$ cat config.mk
export PLATFORM = sky130hd
export DESIGN_NAME = im_fetch_sequencer
export DESIGN_NICKNAME = d
export VERILOG_FILES = /design/src/rtl/im_fetch_sequencer.sv
export SDC_FILE = /design/constraint.sdc
export NUM_CORES = 1
export LEC_CHECK = 0
export BUFFER_PORTS_ARGS = -buffer_cell sky130_fd_sc_hd__clkbuf_2
export CAP_MARGIN = 20
export CORE_MARGIN = 5
export CORE_UTILIZATION = 50
export CTS_BUF_LIST = sky130_fd_sc_hd__clkbuf_16
export DETAILED_ROUTE_END_ITERATION = 12
export PLACE_DENSITY = 0.75
export SLEW_MARGIN = 30
export SYNTH_ARGS = -nofsm -noshare
export SYNTH_HDL_FRONTEND = slang
export SYNTH_SLANG_ARGS = --single-unit
$ cat constraint.sdc
create_clock -name CLK -period 6.2 [get_ports CLK]
set_input_delay 1.24 -clock CLK [delete_from_list [all_inputs] [get_ports CLK]]
set_output_delay 1.24 -clock CLK [all_outputs]
set_load 0.01 [all_outputs]
$ cat src/rtl/im_fetch_sequencer.sv
// rtl/im_fetch_sequencer.sv - instruction-fetch sequencer with prefetch FIFO and redirect handling
//
// Parameters: RESET_PC (word-aligned reset fetch PC), BUF_DEPTH (power of two, 2..8)
// Optional feature macro: FETCH_ALIGN_CHECK_EN (misaligned redirect halts fetch and sets MISALIGN)
// Ports:
//   CLK, RST                 clock, synchronous active-high reset
//   EN_FETCH                 run enable
//   A_IM / RD_IM             combinational instruction memory address / data
//   REDIR_VALID / REDIR_PC   one-cycle redirect request and target
//   INSTR_VALID / INSTR / INSTR_PC / INSTR_READY   decode handshake at FIFO head
//   FETCH_CNT                instructions accepted by decode
//   MISALIGN                 sticky misaligned-redirect flag
module im_fetch_sequencer #(
    parameter logic [31:0] RESET_PC  = 32'h0000_0000,
    parameter int          BUF_DEPTH = 2
) (
    input  logic        CLK,
    input  logic        RST,
    input  logic        EN_FETCH,
    output logic [31:0] A_IM,
    input  logic [31:0] RD_IM,
    input  logic        REDIR_VALID,
    input  logic [31:0] REDIR_PC,
    output logic        INSTR_VALID,
    output logic [31:0] INSTR,
    output logic [31:0] INSTR_PC,
    input  logic        INSTR_READY,
    output logic [31:0] FETCH_CNT,
    output logic        MISALIGN
);

    localparam int            PW    = $clog2(BUF_DEPTH);
    localparam logic [PW:0]   DEPTH = (PW + 1)'(BUF_DEPTH);

    typedef enum logic [1:0] {
        IDLE = 2'd0,
        RUN  = 2'd1,
        HALT = 2'd2
    } state_t;

    state_t        state;
    logic [31:0]   fetch_pc;
    logic [31:0]   buf_instr [BUF_DEPTH];
    logic [31:0]   buf_pc    [BUF_DEPTH];
    logic [PW-1:0] wr_ptr;
    logic [PW-1:0] rd_ptr;
    logic [PW:0]   count;
    logic          misalign_q;

    logic pop;
    logic push;
    logic redir_take;
    logic redir_bad;

    assign A_IM        = fetch_pc;
    assign INSTR_VALID = (count != '0) && (state != HALT);
    assign INSTR       = buf_instr[rd_ptr];
    assign INSTR_PC    = buf_pc[rd_ptr];
    assign MISALIGN    = misalign_q;

    assign pop  = INSTR_VALID && INSTR_READY;
    // A full FIFO still accepts a new word when the head leaves in the same cycle.
    assign push = (state == RUN) && EN_FETCH && !REDIR_VALID && ((count < DEPTH) || pop);

`ifdef FETCH_ALIGN_CHECK_EN
    assign redir_take = REDIR_VALID && (state != HALT) && (REDIR_PC[1:0] == 2'b00);
    assign redir_bad  = REDIR_VALID && (state != HALT) && (REDIR_PC[1:0] != 2'b00);
`else
    logic unused_redir_lsb;
    assign unused_redir_lsb = &{1'b0, REDIR_PC[1:0]};
    assign redir_take = REDIR_VALID && (state != HALT);
    assign redir_bad  = 1'b0;
`endif

    always_ff @(posedge CLK) begin
        if (RST) begin
            state      <= IDLE;
            fetch_pc   <= RESET_PC;
            wr_ptr     <= '0;
            rd_ptr     <= '0;
            count      <= '0;
            FETCH_CNT  <= 32'd0;
            misalign_q <= 1'b0;
            for (int i = 0; i < BUF_DEPTH; i++) begin
                buf_instr[i] <= 32'd0;
                buf_pc[i]    <= 32'd0;
            end
        end else begin
            case (state)
                IDLE:    if (EN_FETCH)  state <= RUN;
                RUN:     if (!EN_FETCH) state <= IDLE;
                HALT:    state <= HALT;
                default: state <= IDLE;
            endcase

            if (redir_take || redir_bad) begin
                // Redirect wins over push and pop: in-flight words are stale
                // and a same-cycle accept is dropped without counting.
                wr_ptr <= '0;
                rd_ptr <= '0;
                count  <= '0;
                if (redir_take) begin
                    fetch_pc <= {REDIR_PC[31:2], 2'b00};
                end
                if (redir_bad) begin
                    misalign_q <= 1'b1;
                    state      <= HALT;
                end
            end else begin
                if (push) begin
                    buf_instr[wr_ptr] <= RD_IM;
                    buf_pc[wr_ptr]    <= fetch_pc;
                    wr_ptr            <= wr_ptr + 1'b1;
                    fetch_pc          <= fetch_pc + 32'd4;
                end
                if (pop) begin
                    rd_ptr    <= rd_ptr + 1'b1;
                    FETCH_CNT <= FETCH_CNT + 32'd1;
                end
                case ({push, pop})
                    2'b10:   count <= count + 1'b1;
                    2'b01:   count <= count - 1'b1;
                    default: count <= count;
                endcase
            end
        end
    end

endmodule

==> results of run 1 <==
## worst min-delay path by stage
| stage | start | endpoint | slack (ns) |
|---|---|---|---|
| detailed placement | FETCH_CNT[31]$_SDFFE_PP0P_ | FETCH_CNT[31]$_SDFFE_PP0P_ | 0.47 |
| CTS | FETCH_CNT[31]$_SDFFE_PP0P_ | FETCH_CNT[31]$_SDFFE_PP0P_ | 0.48 |
| global route | FETCH_CNT[31]$_SDFFE_PP0P_ | FETCH_CNT[31]$_SDFFE_PP0P_ | 0.50 |
| global placement | FETCH_CNT[31]$_SDFFE_PP0P_ | FETCH_CNT[31]$_SDFFE_PP0P_ | 0.46 |
| finish | FETCH_CNT[31]$_SDFFE_PP0P_ | FETCH_CNT[31]$_SDFFE_PP0P_ | 0.48 |
| floorplan | rd_ptr$_SDFFE_PP0P_ | register | 0.48 |
## layer usage
layer,track usage (%),vias to the layer above
li1,-,3133
met2,33.0,187
met1,26.4,3020
met5,0,-
met4,5.85,2
met3,5.99,21
## logic make-up (layout without fill, tap and decap cells)
group,after synthesis,count (layout),share of synthesized area [%]
simple gates,336,336,22.0
flops,193,193,57.0
compound gates,78,78,5.57
mux,68,68,8.49
buf+inv,63,242,3.14
xor+xnor,34,34,3.32
fa+ha+maj,3,3,0.419
other cells,1,6,0.0419
## cell type report
type / count / area share [%]
Tap cell: 229 / 2.69
Inverter: 12 / 0.446
Clock inverter: 14 / 1.24
Antenna cell: 1 / 0.0235
Multi-Input combinational cell: 524 / 34.0
Timing Repair Buffer: 199 / 9.72
Sequential cell: 193 / 47.9
Clock buffer: 17 / 3.99
## synth_stat cells, types with 9 or more instances
library cell    n
edfxtp_1      124
and2_1        123
dfxtp_1        69
mux2_2         64
nor2_1         58
clkbuf_1       35
nand2_1        31
nand3_1        25
a21oi_1        24
nand4_1        21
xnor2_1        20
o21ai_0        16
a211oi_1       14
xor2_1         14
nor3_1         13
inv_1          11
nor4_1         11
or3_1          11
o31ai_1         9
## report_power, final
group	internal, W	switching (W)	total, W	leakage (nW)
clock network	0.000559	0.000494	0.00105	0.267
logic	0.0000741	0.000102	0.000176	2.10
registers	0.00141	0.0000351	0.00145	1.85
## state kept, by name, indices dropped and copies added (netlist names), named ones only
name	count
buf_instr	64
buf_pc	60
FETCH_CNT	32
A_IM	30
count	2
state	2
rd_ptr	1
wr_ptr	1
## worst max-delay path: stages, from the launching register on
cell,delay (ns)
dfxtp_2,0.86
buf_4,0.53
mux2_2,0.40
clkbuf_2,0.15
## per-stage QoR
stage	instance area (sq um)	setup slack (ns)	hold slack, ns	util, %	power, W
after floorplan	8970	0.700	0.481	-	0.00157
after global placement	10100	2.52	0.464	56.6	0.00165
after detailed placement	10100	2.55	0.471	56.6	0.00165
after CTS	10600	2.51	0.481	59.8	0.00269
after global routing	10700	2.43	0.503	59.9	0.00277
final	10700	2.57	0.479	59.9	0.00268
==> flow_summary.toml, run 1 <==
[yosys]
synth_edf_count = 124
synth_area_leaders = "edfxtp_1 42%, dfxtp_1 15%, and2_1 8.6%, mux2_2 8.0%, nor2_1 2.4%"
ys_types = 61
ys.flop_type = "edfxtp_1"
yosys_warnings = 0
ys_seq_elements = 193
synth_area_per_cell_sq_um = 11.5
synth_cells = 776
ys_seq_area_share_pct = 57.0
synthesis.area_sq_um = 8960
yosysTopAreaCellShare_pct = 41.6
yosys.area.top_type = "edfxtp_1"
async_reset_ff_share_pct = 0

[critical_path]
rrSetupSlack_ns = 3.81
crit_path_max_fanout = 33
cp-endpoint = "INSTR_PC[16]"
worstSetupEndpointType = "primary output"
startpoint_type = "register"
timing.rr.start = "state[0]$_SDFFE_PP0P_"
r2r_cells = 6
setup.worst_path.class = "reg2out"
timing.rr.end = "buf_pc[0][8]$_SDFFCE_PN0P_"
cp.required_ns = 4.96
crit_arrival_ns = 2.39

[floorplanning]
die_width_microns = 144
rows = 49
die-area_sq_um = 20700
num_io_pins = 199
die_y_microns = 144
core_sq_um = 17800
initial_core_util_pct = 50.4

[place]
hpwl_microns = 14200
io_buffers = 191
place.gp.congestion = 0.790
dp.cells = 1156

[route]
wl_per_cell_microns = 17.4
wl_met3_microns = 1450
wl_microns = 20700
drc = 0
topRoutingLayerUsed = "met5"
vias = 6363
wl_met2_microns = 9930
dr.pass1.iters = 4
drt-met1-wl_microns = 9040
postRouteAntennaNets = 0
vias_per_cell = 5.35
dr.first_iter.drc_count = 328

[power]
ir_drop_v = 0.000181
cellPowerDensity_nw_per_um2 = 251
p_leak_nw = 4.21

[timing]
tightestPinTransition_ns = 0.924
drv_slew = 0
fin_skew_ns = 0.0141
maxSlewHeadroom_pct = 38.4
min_period_ns = 3.63
fin_setup_tns_ns = 0
fmax_mhz = 276
finalCritPeriodShare_pct = 58.5
setup_violations = 0
final_hold_viol_count = 0
rsz0062_at_grt = "no"

[clock_network]
cts_buffers = 17
clkSinkCount = 193
clkTransAtPathRegs_ns = 0.07
cts_tree = "built"
cts_hold_buffers = 0
cts_buffer_depth = 2
htreeDepth = 4
post-cts-setup-buffers = 0
clock_latency_ns = 0.43
root_buffer = "clkbuf_16"
ctsResizeCount = 0

[global_route]
grt_first_pass_wirelength_microns = 32400
grt_use_total_pct = 20.3
grt_max_degree = 63
antenna_found_initial = 2
grt_pass1_vias = 6007
overflow = 0

[final_layout]
nets = 1019
final_common_cell = "clkbuf_2"
area.sequential_sq_um = 5110
nFillCells = 1494
area_growth_pct = 19.0
finalNonFillerCells = 1189
layout-drive-gt1-share_pct = 33.0
layout_common_cells = "191 x clkbuf_2, 124 x edfxtp_1, 123 x and2_1"
multiInputGateArea_sq_um = 3620

[status]
status = "finished, final reports clean"

[worst_hold_path]
hold_depth = 2
hold_path_class = "reg2reg"

[run]
drv_cap = 0
Note: power is estimated with default switching activity, not from simulation.
==> inputs of run 2 (changes only) <==
--- a/config.mk
+++ b/config.mk
@@ -8,10 +8,10 @@
 export BUFFER_PORTS_ARGS = -buffer_cell sky130_fd_sc_hd__clkbuf_2
 export CAP_MARGIN = 20
 export CORE_MARGIN = 5
-export CORE_UTILIZATION = 50
+export CORE_UTILIZATION = 49
 export CTS_BUF_LIST = sky130_fd_sc_hd__clkbuf_16
 export DETAILED_ROUTE_END_ITERATION = 12
-export PLACE_DENSITY = 0.75
+export PLACE_DENSITY = 0.76
 export SLEW_MARGIN = 30
 export SYNTH_ARGS = -nofsm -noshare
 export SYNTH_HDL_FRONTEND = slang
==> constraint.sdc (replaced) <==
create_clock -name CLK -period 3.2 [get_ports CLK]
set_input_delay 0.64 -clock CLK [delete_from_list [all_inputs] [get_ports CLK]]
set_output_delay 0.64 -clock CLK [all_outputs]
set_load 0.01 [all_outputs]
==> flow_summary.toml, run 2 (same netlist as run 1, synthesis figures left out) <==
[status]
status = "finished, final reports clean"

[power]
cellPowerDensity_nw_per_um2 = 495
ir_drop_v = 0.000355
p_leak_nw = 4.29
totalPowerFinal_w = 0.00535

[route]
dr.first_iter.drc_count = 398
wl_per_cell_microns = 17.7
topRoutingLayerUsed = "met5"
drt-met1-wl_microns = 9010
vias_per_cell = 5.39
wl_met3_microns = 1600
wl_met2_microns = 10200
dr.pass1.iters = 4
wl_microns = 21200
postRouteAntennaNets = 0
drc = 0
vias = 6446

[place]
pre_cts_ws_ns = 0.710
io_buffers = 191
place.gp.congestion = 0.791
placed_area_sq_um = 10200
hpwl_microns = 14600

[run]
drv_cap = 0

[clock_network]
clock_latency_ns = 0.43
ctsResizeCount = 0
clkTransAtPathRegs_ns = 0.07
htreeDepth = 4
root_buffer = "clkbuf_16"
cts_tree = "built"
cts_buffer_depth = 2
cts_hold_buffers = 0
post-cts-setup-buffers = 0
cts_buffers = 17
clkSinkCount = 193

[final_layout]
area.sequential_sq_um = 5110
layout-drive-gt1-share_pct = 33.5
fin_area_sq_um = 10800
regMostFlops = "buf_instr"
layout_common_cells = "191 x clkbuf_2, 124 x edfxtp_1, 123 x and2_1"
multiInputGateArea_sq_um = 3620
layout_top_registers = "buf_instr x64, buf_pc x60, FETCH_CNT x32"
nFillCells = 1461
final_common_cell = "clkbuf_2"
area_growth_pct = 20.8
largest_register_ff_count = 64
nets = 1024

[timing]
drv_slew = 0
rsz0062_at_grt = "no"
setup_violations = 0
fin_setup_tns_ns = 0
fin_skew_ns = 0.0110
final_hold_viol_count = 0
setup_ws_ns = 0.902
finalCritPeriodShare_pct = 71.8
fmax_mhz = 435
min_period_ns = 2.30
tightestPinTransition_ns = 0.871
maxSlewHeadroom_pct = 41.8

[critical_path]
startpoint_type = "register"
cp.required_ns = 2.56
setup.worst_path.class = "reg2out"
crit_arrival_ns = 1.66
crit_path_max_fanout = 62
worstSetupEndpointType = "primary output"

[floorplanning]
core_sq_um = 18000
die-area_sq_um = 21100
die_width_microns = 145
num_io_pins = 199
initial_core_util_pct = 49.9
rows = 49
die_y_microns = 145

[global_route]
grt_pass1_vias = 6385
overflow = 0
grt_max_degree = 63
antenna_found_initial = 4
grt_first_pass_wirelength_microns = 34200
grt_use_total_pct = 19.9

[worst_hold_path]
hold_path_class = "in2reg"
[run 2: cell types whose count changed in the layout (fill, tap and decap cells not counted)]
cell | before | now
buf_16 | 1 | 0
clkinv_4 | 2 | 1
buf_12 | 0 | 6
clkinv_2 | 2 | 0
clkinv_8 | 0 | 5
inv_12 | 0 | 1
clkinvlp_4 | 3 | 0
clkinv_1 | 1 | 0
inv_6 | 3 | 5
[run 2: final timing paths]
kind	to	cells past startpoint	slack, ns	from
max	INSTR_PC[4]	3	0.90	register
max reg2reg	FETCH_CNT[31]$_SDFFE_PP0P_	5	0.96	FETCH_CNT[13]$_SDFFE_PP0P_
min reg2reg	FETCH_CNT[31]$_SDFFE_PP0P_	2	0.49	FETCH_CNT[31]$_SDFFE_PP0P_
min	A_IM[30]$_SDFFE_PP0P_	3	0.41	REDIR_PC[30]
[run 2: worst max-delay path: stages, from the launching register on]
cell and delay (ns):
dfxtp_2 0.34, buf_12 0.29, mux2_2 0.38, clkbuf_2 0.14
[run 2: final cells by class]
class,instances,area share [%]
clock inverter,15,1.87
multi-input combinational,524,33.4
inverter,12,0.440
sequential,193,47.2
tap,229,2.65
antenna,1,0.0231
timing repair buffer,204,10.4
clock buffer,17,3.93
[run 2: report_power, final]
part	leakage [nW]	internal, W	switching, W
clock network	0.304	0.00114	0.00106
logic	2.14	0.000154	0.000203
registers	1.85	0.00273	0.0000694
total	4.29	0.00403	0.00133
[run 2: through the flow]
step / std cells / utilization (%) / hold WS [ns]
finish: 1195 / 60.2 / 0.409
global route: 1195 / 60.2 / 0.415
CTS: 1194 / 60.2 / 0.387
detailed placement: 1162 / 56.7 / 0.488
global placement: 1162 / 56.7 / 0.476
floorplan: 780 / - / 0.481
[run 2: per-layer routing]
metal  track usage, %  vias up
met5                0        -
met4             6.06        6
met3             6.21       28
met2             31.9      200
met1             25.9     3065
li1                 -     3147
==> inputs of run 3 (changes only) <==
--- a/config.mk
+++ b/config.mk
@@ -5,13 +5,14 @@
 export SDC_FILE = /design/constraint.sdc
 export NUM_CORES = 1
 export LEC_CHECK = 0
+export ABC_AREA = 1
 export BUFFER_PORTS_ARGS = -buffer_cell sky130_fd_sc_hd__clkbuf_2
 export CAP_MARGIN = 20
 export CORE_MARGIN = 5
-export CORE_UTILIZATION = 49
+export CORE_UTILIZATION = 50
 export CTS_BUF_LIST = sky130_fd_sc_hd__clkbuf_16
 export DETAILED_ROUTE_END_ITERATION = 12
-export PLACE_DENSITY = 0.76
+export PLACE_DENSITY = 0.77
 export SLEW_MARGIN = 30
 export SYNTH_ARGS = -nofsm -noshare
 export SYNTH_HDL_FRONTEND = slang
==> constraint.sdc (replaced) <==
create_clock -name CLK -period 1.89 [get_ports CLK]
set_input_delay 0.378 -clock CLK [delete_from_list [all_inputs] [get_ports CLK]]
set_output_delay 0.378 -clock CLK [all_outputs]
set_load 0.01 [all_outputs]
==> flow_summary.toml, run 3 <==
[critical_path]
critPathMaxStageDelay_ns = 0.41
cp_slowest_cell = "dfxtp_4"
worst_path_most_repeated_cell = "buf_12"
cp_cell_sequence = "buf_12, buf_12, mux2_2, buf_2"
cp.required_ns = 1.51
setup.worst_path.class = "reg2out"
crit_path_max_fanout = 9
crit_arrival_ns = 1.61
worstSetupEndpointType = "primary output"
startpoint_type = "register"

[clock_network]
cts_hold_buffers = 0
htreeDepth = 4
cts_buffers = 17
root_buffer = "clkbuf_16"
clkTransAtPathRegs_ns = 0.08
cts_tree = "built"
clkSinkCount = 193
cts_buffer_depth = 2
clock_latency_ns = 0.44

[timing]
fmax_mhz = 502
fin_skew_ns = 0.0126
finalCritPeriodShare_pct = 105
min_period_ns = 1.99
hold_slack_ns = 0.178
setup_ws_ns = -0.102
drv_slew = 0
final_hold_viol_count = 0
setup_violations = 52
rsz0062_at_grt = "yes"
fin_setup_tns_ns = -3.59

[global_route]
grt_first_pass_wirelength_microns = 39800
grt_max_degree = 63
grt_pass1_vias = 7829
antenna_found_initial = 1
grt_use_total_pct = 22.7
overflow = 0

[yosys]
synth.most_common_cell = "nand2_1"
synth.top_cells.by_count = "281 x nand2_1, 185 x nor2_1, 124 x edfxtp_1"
yosys.area.top_type = "edfxtp_1"
synth_edf_count = 124
synthesis.area_sq_um = 9830
ys_seq_elements = 193
yosys_warnings = 0
synth_area_leaders = "edfxtp_1 38%, dfxtp_1 14%, nand2_1 11%, mux2_2 7.1%, nor2_1 7.1%"
async_reset_ff_share_pct = 0
ys.flop_type = "edfxtp_1"
yosysTopAreaCellShare_pct = 37.9
ys_types = 41
ys_seq_area_share_pct = 51.9
synth_cells = 1131
synth_area_per_cell_sq_um = 8.69

[final_layout]
area_growth_pct = 24.4
final_common_cell = "nand2_1"
layout_common_cells = "278 x nand2_1, 185 x nor2_1, 181 x clkbuf_2"
fin_area_sq_um = 12200
layout-drive-gt1-share_pct = 31.2
layout_top_registers = "buf_instr x64, buf_pc x60, FETCH_CNT x32"
fin_util_pct = 63.0
regMostFlops = "buf_instr"
largest_register_ff_count = 64
nets = 1423

[route]
drc = 0
dr.first_iter.drc_count = 703
vias = 8322
wl_per_cell_microns = 15.9
postRouteAntennaNets = 0
dr.pass1.iters = 5
wl_microns = 25900
vias_per_cell = 5.11

[status]
failed_checks = "setup timing"
status = "complete, but fails checks"

[power]
ir_drop_v = 0.000702
clkPwrFrac_pct = 40.9
p_leak_nw = 4.97
p_switching_w = 0.00252
pwr-share-comb_pct = 8.8
p_int_w = 0.00683
p_seq_share_pct = 50.3
cellPowerDensity_nw_per_um2 = 764
totalPowerFinal_w = 0.00935
swShare_pct = 27.0

[floorplanning]
core_sq_um = 19400
die_width_microns = 150
initial_core_util_pct = 50.7
num_io_pins = 199
die-area_sq_um = 22600
die_y_microns = 150
rows = 51

[place]
io_buffers = 191
hpwl_microns = 18900
place.gp.congestion = 0.899
placed_area_sq_um = 11300

[worst_hold_path]
hold_path_class = "in2reg"

[run]
drv_cap = 0
run 3: changes by cell type after synthesis, moves of 11 or more:
cell      previous run  this run
nor2_2               0        64
xnor2_1             20         0
or3_1               11         0
inv_1               11       105
nor2_1              58       185
and2_1             123         2
nand4_1             21         5
nand3_1             25        54
buf_6                1        13
clkbuf_1            35        11
a21oi_1             24        43
nor4_1              11         0
nand2_1             31       281
run 3: final cells by class:
type                    instances  area [sq um]
multi-input cells             788          4160
fillers                      1652          7170
flip-flops and latches        193          5110
well taps                     265           332
repair buffers                241          1560
clock inverters                15           224
clock buffers                  17           425
diodes                          1          2.50
inverters                     110           418
run 3: cells by family after synthesis:
| family | share of synthesized area, % |
|---|---|
| compound gates | 4.58 |
| xor+xnor | 0.534 |
| fa+ha+maj | 0.382 |
| buf+inv | 7.33 |
| flops | 51.9 |
| mux | 7.10 |
| other cells | 0.0381 |
| simple gates | 28.1 |
run 3: through the flow:
| step | cells | worst slack [ns] |
|---|---|---|
| floorplan | 1135 | 0.0683 |
| global placement | 1588 | 0.144 |
| detailed placement | 1588 | 0.100 |
| CTS | 1622 | -0.114 |
| global route | 1630 | -0.137 |
| finish | 1630 | -0.102 |
run 3: what timing repair did:
action | in CTS | in global routing
cloned | 1 | 1
gates resized for setup | 12 | 38
pin swaps | 0 | 2
endpoints found under the hold margin | 0 | 0
endpoints found under the setup margin | 62 | 174
setup buffers | 1 | 7
run 3: worst paths after layout:
check        slack [ns]                    endpoint             startpoint  cells after the start
max               -0.10                INSTR_PC[11]               register                      4
min                0.18       state[0]$_SDFFE_PP0P_               EN_FETCH                      3
max reg2reg        0.12  buf_pc[1][7]$_SDFFCE_PN0P_  count[0]$_SDFFE_PP0P_                      9
min reg2reg        0.51         rd_ptr$_SDFFE_PP0P_    rd_ptr$_SDFFE_PP0P_                      1
run 3: worst max-delay path: cells and delay by family (launching register included):
kind,cells,cell delay [ns]
mux,1,0.34
flops,1,0.41
buf+inv,3,0.41
run 3: power by group through the flow:
stage	clock network (W)	registers, W	logic, W
final	0.00382	0.00470	0.000823
after global routing	0.00403	0.00472	0.000900
after CTS	0.00386	0.00470	0.000797
after detailed placement	0	0.00480	0.000784
after global placement	0	0.00479	0.000774
after floorplan	0	0.00480	0.000409
run 3: routing by layer:
layer | wire (microns) | global-route usage, %
met2 | 12800 | 38.6
met4 | 769 | 8.60
met5 | 0 | 0
met1 | 10300 | 28.3
met3 | 2100 | 4.91
